## src/rtl/clkdiv_pkg.sv

```systemverilog
// Shared constants and helpers for the programmable clock/tick divider.
package clkdiv_pkg;

  typedef enum logic {
    MODE_SQUARE = 1'b0,
    MODE_PULSE  = 1'b1
  } mode_e;

  localparam int unsigned MIN_DIV     = 2;
  localparam int unsigned DEF_CNT_W   = 26;
  localparam int unsigned DEF_DIV_VAL = 50000000;

  // High time of a square period: ceil(d/2).
  function automatic logic [31:0] ceil_half(input logic [31:0] d);
    return d - (d >> 1);
  endfunction

endpackage

```

## src/rtl/clkdiv_channel.sv

```systemverilog
// One divider channel: period counter, active/pending divisor and registered outputs.
import clkdiv_pkg::*;

module clkdiv_channel #(
  parameter int unsigned CNT_W   = DEF_CNT_W,
  parameter int unsigned DEF_DIV = DEF_DIV_VAL
) (
  input  logic             clk,
  input  logic             rst,
  input  logic             en,
  input  logic             mode,
  input  logic             load,
  input  logic [CNT_W-1:0] div_val,
  input  logic             sync,
  output logic             clk_out,
  output logic             tick,
  output logic             upd_pend
);

  logic [CNT_W-1:0] cnt;
  logic [CNT_W-1:0] active;
  logic [CNT_W-1:0] pend;
  logic [CNT_W-1:0] d;
  logic [CNT_W-1:0] h;
  logic             wrap;
  logic             boundary;
  mode_e            cur_mode;

  assign cur_mode = mode_e'(mode);

  always_comb begin
    d        = (active < CNT_W'(MIN_DIV)) ? CNT_W'(MIN_DIV) : active;
    h        = CNT_W'(ceil_half(32'(d)));
    wrap     = (cnt == d - CNT_W'(1));
    boundary = !en || wrap || sync;
  end

  always_ff @(posedge clk) begin
    if (rst) begin
      cnt      <= '0;
      active   <= CNT_W'(DEF_DIV);
      pend     <= CNT_W'(DEF_DIV);
      upd_pend <= 1'b0;
      clk_out  <= 1'b0;
      tick     <= 1'b0;
    end else begin
      if (!en) begin
        cnt     <= '0;
        clk_out <= 1'b0;
        tick    <= 1'b0;
      end else begin
        tick    <= (cnt == '0);
        clk_out <= (cur_mode == MODE_PULSE) ? (cnt == '0) : (cnt < h);
        cnt     <= (sync || wrap) ? '0 : cnt + CNT_W'(1);
      end

      // A divisor only becomes active at a boundary, so the running period keeps its length.
      if (load) begin
        pend <= div_val;
        if (boundary) begin
          active   <= div_val;
          upd_pend <= 1'b0;
        end else begin
          upd_pend <= 1'b1;
        end
      end else if (upd_pend && boundary) begin
        active   <= pend;
        upd_pend <= 1'b0;
      end
    end
  end

endmodule

```

## src/rtl/prog_clock_divider.sv

```systemverilog
// Multi-channel programmable clock/tick generator: per-channel slicing plus shared sync.
import clkdiv_pkg::*;

module prog_clock_divider #(
  parameter int unsigned NUM_CH  = 2,
  parameter int unsigned CNT_W   = DEF_CNT_W,
  parameter int unsigned DEF_DIV = DEF_DIV_VAL
) (
  input  logic                    clk,
  input  logic                    rst,
  input  logic [NUM_CH-1:0]       en,
  input  logic [NUM_CH-1:0]       mode,
  input  logic [NUM_CH-1:0]       load,
  input  logic [NUM_CH*CNT_W-1:0] div_val,
  input  logic                    sync,
  output logic [NUM_CH-1:0]       clk_out,
  output logic [NUM_CH-1:0]       tick,
  output logic [NUM_CH-1:0]       upd_pend
);

  for (genvar i = 0; i < NUM_CH; i++) begin : g_ch
    clkdiv_channel #(
      .CNT_W   (CNT_W),
      .DEF_DIV (DEF_DIV)
    ) u_ch (
      .clk      (clk),
      .rst      (rst),
      .en       (en[i]),
      .mode     (mode[i]),
      .load     (load[i]),
      .div_val  (div_val[i*CNT_W +: CNT_W]),
      .sync     (sync),
      .clk_out  (clk_out[i]),
      .tick     (tick[i]),
      .upd_pend (upd_pend[i])
    );
  end

endmodule

```

## config.mk

```make
export PLATFORM = sky130hd
export DESIGN_NAME = prog_clock_divider
export DESIGN_NICKNAME = d
export VERILOG_FILES = /design/src/rtl/clkdiv_pkg.sv /design/src/rtl/clkdiv_channel.sv /design/src/rtl/prog_clock_divider.sv
export SDC_FILE = /design/constraint.sdc
export NUM_CORES = 1
export LEC_CHECK = 0
export ABC_AREA = 0
export CORE_ASPECT_RATIO = 0.6
export CORE_MARGIN = 4
export CORE_UTILIZATION = 30
export CTS_CLUSTER_DIAMETER = 50
export CTS_CLUSTER_SIZE = 14
export DETAILED_ROUTE_END_ITERATION = 10
export PLACE_DENSITY = 0.58
export SYNTH_ARGS = -nofsm -noshare
export SYNTH_HDL_FRONTEND = slang
export SYNTH_SLANG_ARGS = --single-unit
```

## constraint.sdc

```tcl
create_clock -name clk -period 7.9 [get_ports clk]
set_input_delay 1.58 -clock clk [delete_from_list [all_inputs] [get_ports clk]]
set_output_delay 1.58 -clock clk [all_outputs]
set_load 0.02 [all_outputs]
```

# After elaboration in Yosys (flattened, before gate mapping)
# Index checks and enable logic that the tools add are counted.
# totals
ff_bits,162
output_inout_bits,6
# op_classes
addsub,6
magnitude_cmp,4
n_eq_ne,4
mux,16
bitwise,2
n_reduce_logical,20
# op_table
op,count
2-to-1 mux 26 bit,8
adder 26 x 1 -> 26 bit (second input constant),2
== test 26 bit,2
zero test 26 bit,2
less-than comparator 26 x 2 -> 1 bit (second input constant),2
less-than comparator 26 bit,2
subtractor 26 x 1 -> 26 bit (second input constant),2
subtractor 26 x 25 -> 26 bit,2
2-to-1 mux 1 bit,8
logical OR 1 bit,6
OR reduction 3 bit,2
!= test 2 x 1 -> 1 bit (second input constant),2
AND reduction 2 bit,2
nonzero test 2 bit,2
OR reduction 2 bit,2
logical AND 1 bit,2
zero test 1 bit,2
inverter 1 bit,2

# Depth between registers and ports, before layout
# logic_depth
word_depth,9
depth_mapped,26

# Hierarchy
# A second synthesis with hierarchy kept.
# unflattened
hier_cells,1477
area_unflattened_um2,12553.3
# by_module_without_submodules
mod,n_inst,cells_each,area_each_um2
clkdiv_channel at g_ch[0].u_ch,1,739,6368.6
clkdiv_channel at g_ch[1].u_ch,1,738,6184.7

# Least setup slack after synthesis
# No wires, ideal clock.
# synth_path
path_type,register to register
start,register g_ch[0].u_ch.active[20]
end,register g_ch[0].u_ch.clk_out
t_arrival_ps,4746
required_time_ps,7825
path_slack_ps,3079
path_stages_with_launch,21
path_buffers,0
synth_period_minus_slack_ps,4821
path_cell_list,dfxtp_1 -> or4_1 -> or2_1 -> o31ai_4 -> ha_1 -> inv_1 -> fa_1 -> nand2b_1 -> a221o_1 -> a211oi_1 -> o211ai_1 -> o2111ai_1 -> a21oi_1 -> o41ai_1 -> o41a_1 -> xnor2_1 -> ha_1 -> a21o_1 -> a2111oi_0 -> o311ai_0 -> o21ai_0
# synth_between
elab_chain_len,5
# synth_lines
item,line,rtl
start: declaration,clkdiv_channel.sv:21,logic [CNT_W-1:0] active;
start signal: assignment,clkdiv_channel.sv:41,active <= CNT_W'(DEF_DIV);
start signal: assignment,clkdiv_channel.sv:61,active <= div_val;
start signal: assignment,clkdiv_channel.sv:67,active <= pend;
less-than comparator 26 x 2 -> 1 bit,clkdiv_channel.sv:32,d = (active < CNT_W'(MIN_DIV)) ? CNT_W'(MIN_DIV) : active;
2-to-1 mux 26 bit (*),clkdiv_channel.sv:32,
subtractor 26 x 25 -> 26 bit (*),clkdiv_pkg.sv:15,return d - (d >> 1);
less-than comparator 26 bit (*),clkdiv_channel.sv:53,clk_out <= (cur_mode == MODE_PULSE) ? (cnt == '0) : (cnt < h);
2-to-1 mux 1 bit (*),clkdiv_channel.sv:53,
end signal: assignment,clkdiv_channel.sv:53,
end: declaration,clkdiv_channel.sv:15,"output logic clk_out,"
# Mark *: on every way between the ends. The rest lies on a longest branch, timed or not.
# A chain may end at the register's enable or synchronous reset.

# Worst setup path in the final report
# layout_path
start,register g_ch[0].u_ch.active[25]
end,register g_ch[0].u_ch.clk_out
# Same word-level chain as after synthesis.

==> results by group <==
Timing
  • Slew HR: 28.9%
  • Worst-Margin Slew: 1.07 ns
  • Setup TNS: 0 ns
  • Count of final setup violators: 0
  • Final worst path period share: 75.7%
  • Final min period: 5.98 ns
  • Final Max Tran Viols: 0
  • Setup Skew: 0.0110 ns
  • Max frequency: 167 MHz
  • Final hold vios: 0
  • Unrepaired setup endpoints after global routing: no

Hold path
  • Hold Path Sink: g_ch[0].u_ch.pend[2]
  • Hold-critical path depth: 2
  • Hold Crit Class: register to register
  • Worst Hold Launch: g_ch[0].u_ch.pend[2]

Routing
  • DR iter-0 viols: 943
  • DRC Markers: 0
  • Total routed wirelength: 36.2 mm
  • Avg WL per Cell: 17.8 um
  • Via count: 10.4k
  • Final antenna-violating net count: 0
  • Detailed Routing Iterations Pass 1: 6
  • Vias per inst: 5.14

Synthesis
  • #FFs+latches synth: 162
  • Post-synth EDFFs: 0
  • Synth unique cells: 70
  • Synthesized net count: 1716
  • Post-Syn Area: 12300 um^2
  • Post-Synthesis Cells: 1493
  • Synth Area in Adders: 16.5%
  • Simple-gate share of the synthesized area: 19.4%
  • Sequential fraction of the synthesis area: 26.3%
  • Synth Area in Compound Gates: 15.8%
  • Synth async-reset ratio: 0%
  • Largest family of logic cells by synthesized area: simple AND/OR/NAND/NOR gates
  • Synth Area in XOR/XNOR: 12.5%
  • Multiplexer area fraction after synthesis: 2.52%
  • Mean Syn Cell Area: 8.26 um^2
  • Synthesis Warnings: 0
  • Synth Flop Type: dfxtp_1

GRT
  • Largest net degree at the start of global routing: 58
  • Initial antenna violation count: 0
  • First-pass GRT wire length: 56.6 mm
  • Vias in the first global route: 9694
  • Grt total ovfl: 0
  • Gr usage total: 16.2%

Clocking
  • H-tree depth: 4
  • Clock Tree Buf Depth: 2
  • Post-CTS setup buffer count: 0
  • Clk slew on worst S/H paths: 0.07 ns
  • Worst-Skew Late Latency: 0.45 ns
  • Clock Sinks: 162
  • Total CTS buffers: 17
  • # resized after CTS: 0
  • CTS tree: built
  • Post-CTS Hold Buffers: 0
  • Clk root buf: clkbuf_16

Pwr
  • Gate power share: 28.3%
  • Max rail drop VDD: 0.154 mV
  • Power share of the clock group: 35.6%
  • P_leak: 5.73 nW
  • Sw frac: 33.2%
  • Seq pwr share: 36.1%
  • Internal power: 0.00164 W
  • PD cells: 177 nW/um^2
  • Net Sw Power: 0.000818 W

Layout
  • Share of layout cells above drive strength 1: 4.54%
  • Fillers: 4185
  • Cell area after layout: 13900 um^2
  • Register Area: 3240 um^2
  • Ant. Diodes: 0
  • Most common cell after layout, fill and taps aside: dfxtp_1
  • Non-filler instance count after layout: 2029
  • Finished Core Util: 34.3%
  • Multi-input combinational cell area: 8240 um^2
  • Area Growth Syn to Fin: 12.5%
  • Most frequent cells in the layout: dfxtp_1, ha_1, nor2_1
  • Final #Nets: 1708

Floorplan
  • I/O Pins: 67
  • Die height: 165 um
  • Chip width: 270 um
  • Die ar.: 44500 um^2
  • CORE AREA: 40500 um^2
  • Row cnt: 57
  • Initial Util: 30.5%

Setup path
  • Cell repeated most along the worst path: ha_1
  • R2R setup slack: 1.92 ns
  • CP max stage cell: nor4_1
  • WP data arrival: 6.34 ns
  • Worst r2r path cells: 20
  • Cell Chain, Critical Path: nor4_1 > nand4_1 > o31ai_4 > ha_1 > inv_1 > fa_1 > nand2b_1 > a221o_1 > a211oi_1 > o211ai_1 > o2111ai_1 > a21oi_1 > o41ai_1 > o41a_1 > xnor2_1 > ha_1 > a21o_1 > a2111oi_0 > o311ai_0 > o21ai_0
  • Critical path capture point type: register
  • Critical path class: register to register
  • Critical Path Source Type: register
  • Worst r2r dst: g_ch[0].u_ch.clk_out
  • Critical Path Source: g_ch[0].u_ch.active[25]
  • R2R Path Start: g_ch[0].u_ch.active[25]
  • CP max FO: 5
  • Crit path required time: 8.27 ns
  • Slowest Stage Delay on Critical Path: 0.66 ns

Run
  • Total of max-cap violations: 0

Placed design
  • I/O Buffers: 66
  • Dpl cell area: 13300 um^2
  • Hpwl dp: 28.9 mm
  • Placed Instances: 1997
  • GPL Wtd Cong: 0.929

Outcome
  • Status: completed
registers in the layout, summed over array words and instances, names as in the netlist:
register / count
g_ch.u_ch.cnt: 52
g_ch.u_ch.tick: 2
g_ch.u_ch.pend: 52
g_ch.u_ch.clk_out: 2
g_ch.u_ch.active: 52
g_ch.u_ch.upd_pend: 2
critical path, delay by kind of cell (launching register included):
family,cells,cell delay (ns)
AND/OR/NAND/NOR,3,1.06
adder cells (fa/ha/maj),3,0.89
AO/OA/AOI/OAI,12,3.35
flip-flops,1,0.40
XOR/XNOR,1,0.14
buffers and inverters,1,0.06
worst max path at each step:
stage,cells after the start,end
after floorplan,20,g_ch[0].u_ch.clk_out
after global placement,21,g_ch[0].u_ch.clk_out
after detailed placement,20,g_ch[0].u_ch.clk_out
after CTS,20,g_ch[0].u_ch.clk_out
after global routing,20,g_ch[0].u_ch.clk_out
final,20,g_ch[0].u_ch.clk_out
Yosys cell counts, drive strengths merged, types with 4 or more instances:
library cell | count | share of area [%]
nor4 | 28 | 1.5
xor2 | 68 | 4.8
nand2 | 62 | 1.9
nand4 | 36 | 1.8
o22ai | 5 | 0.25
and2 | 4 | 0.20
a21o | 16 | 0.98
or2 | 9 | 0.46
clkbuf | 76 | 2.3
a22oi | 14 | 1.2
nor4b | 8 | 0.57
o31ai | 11 | 0.89
and4 | 10 | 0.71
xnor2 | 103 | 7.3
buf | 22 | 1.0
a22o | 16 | 1.1
o2111ai | 4 | 0.28
a21oi | 89 | 3.6
a211o | 14 | 0.99
inv | 121 | 3.7
nand2b | 13 | 0.66
nand3 | 37 | 1.5
mux2i | 30 | 2.4
ha | 160 | 16
or4 | 6 | 0.37
o211ai | 10 | 0.61
nor3 | 51 | 2.1
o21bai | 7 | 0.43
dfxtp | 162 | 26
and3 | 13 | 0.66
or3 | 11 | 0.56
nor2 | 129 | 3.9
nor2b | 39 | 2.0
a211oi | 22 | 1.3
o21ai | 43 | 1.7
o21a | 5 | 0.30
layout make-up:
cell class	instances	share of cell area, %
clock buffer	19	3.26
clock inverter	13	1.06
inverter	121	3.27
multi-input combinational	1112	59.3
sequential	162	23.4
tap	531	4.79
timing repair buffer	71	4.92
per-layer routing:
| layer | global-route usage [%] | vias to the layer above | routed length, um |
|---|---|---|---|
| li1 | - | 5173 | - |
| met1 | 26.5 | 4931 | 20000 |
| met2 | 21.3 | 291 | 13300 |
| met3 | 3.10 | 24 | 2470 |
| met4 | 3.36 | 0 | 432 |
| met5 | 0 | - | 0 |
power groups by stage:
stage          combinational [W]  clock [W]  sequential [W]
2_1_floorplan           0.000520          0        0.000894
3_3_place_gp            0.000680          0        0.000905
3_5_place_dp            0.000683          0        0.000907
4_1_cts                 0.000689   0.000902        0.000889
5_1_grt                 0.000779   0.000934        0.000894
6_report                0.000696   0.000877        0.000889
per-stage QoR:
step	power, W	hold WS [ns]	setup WS [ns]
floorplan	0.00141	0.455	3.08
global placement	0.00158	0.489	2.34
detailed placement	0.00159	0.505	2.13
CTS	0.00248	0.523	2.09
global route	0.00261	0.546	1.49
finish	0.00246	0.515	1.92
cell families (layout without fill, tap and decap cells):
logic type               after synthesis  in the layout
AND/OR/NAND/NOR                      463            463
adder cells (fa/ha/maj)              162            162
AO/OA/AOI/OAI                        283            283
flip-flops                           162            162
multiplexers                          31             31
XOR/XNOR                             173            173
buffers and inverters                219            224
No activity file was read; power rests on OpenSTA's default activity.
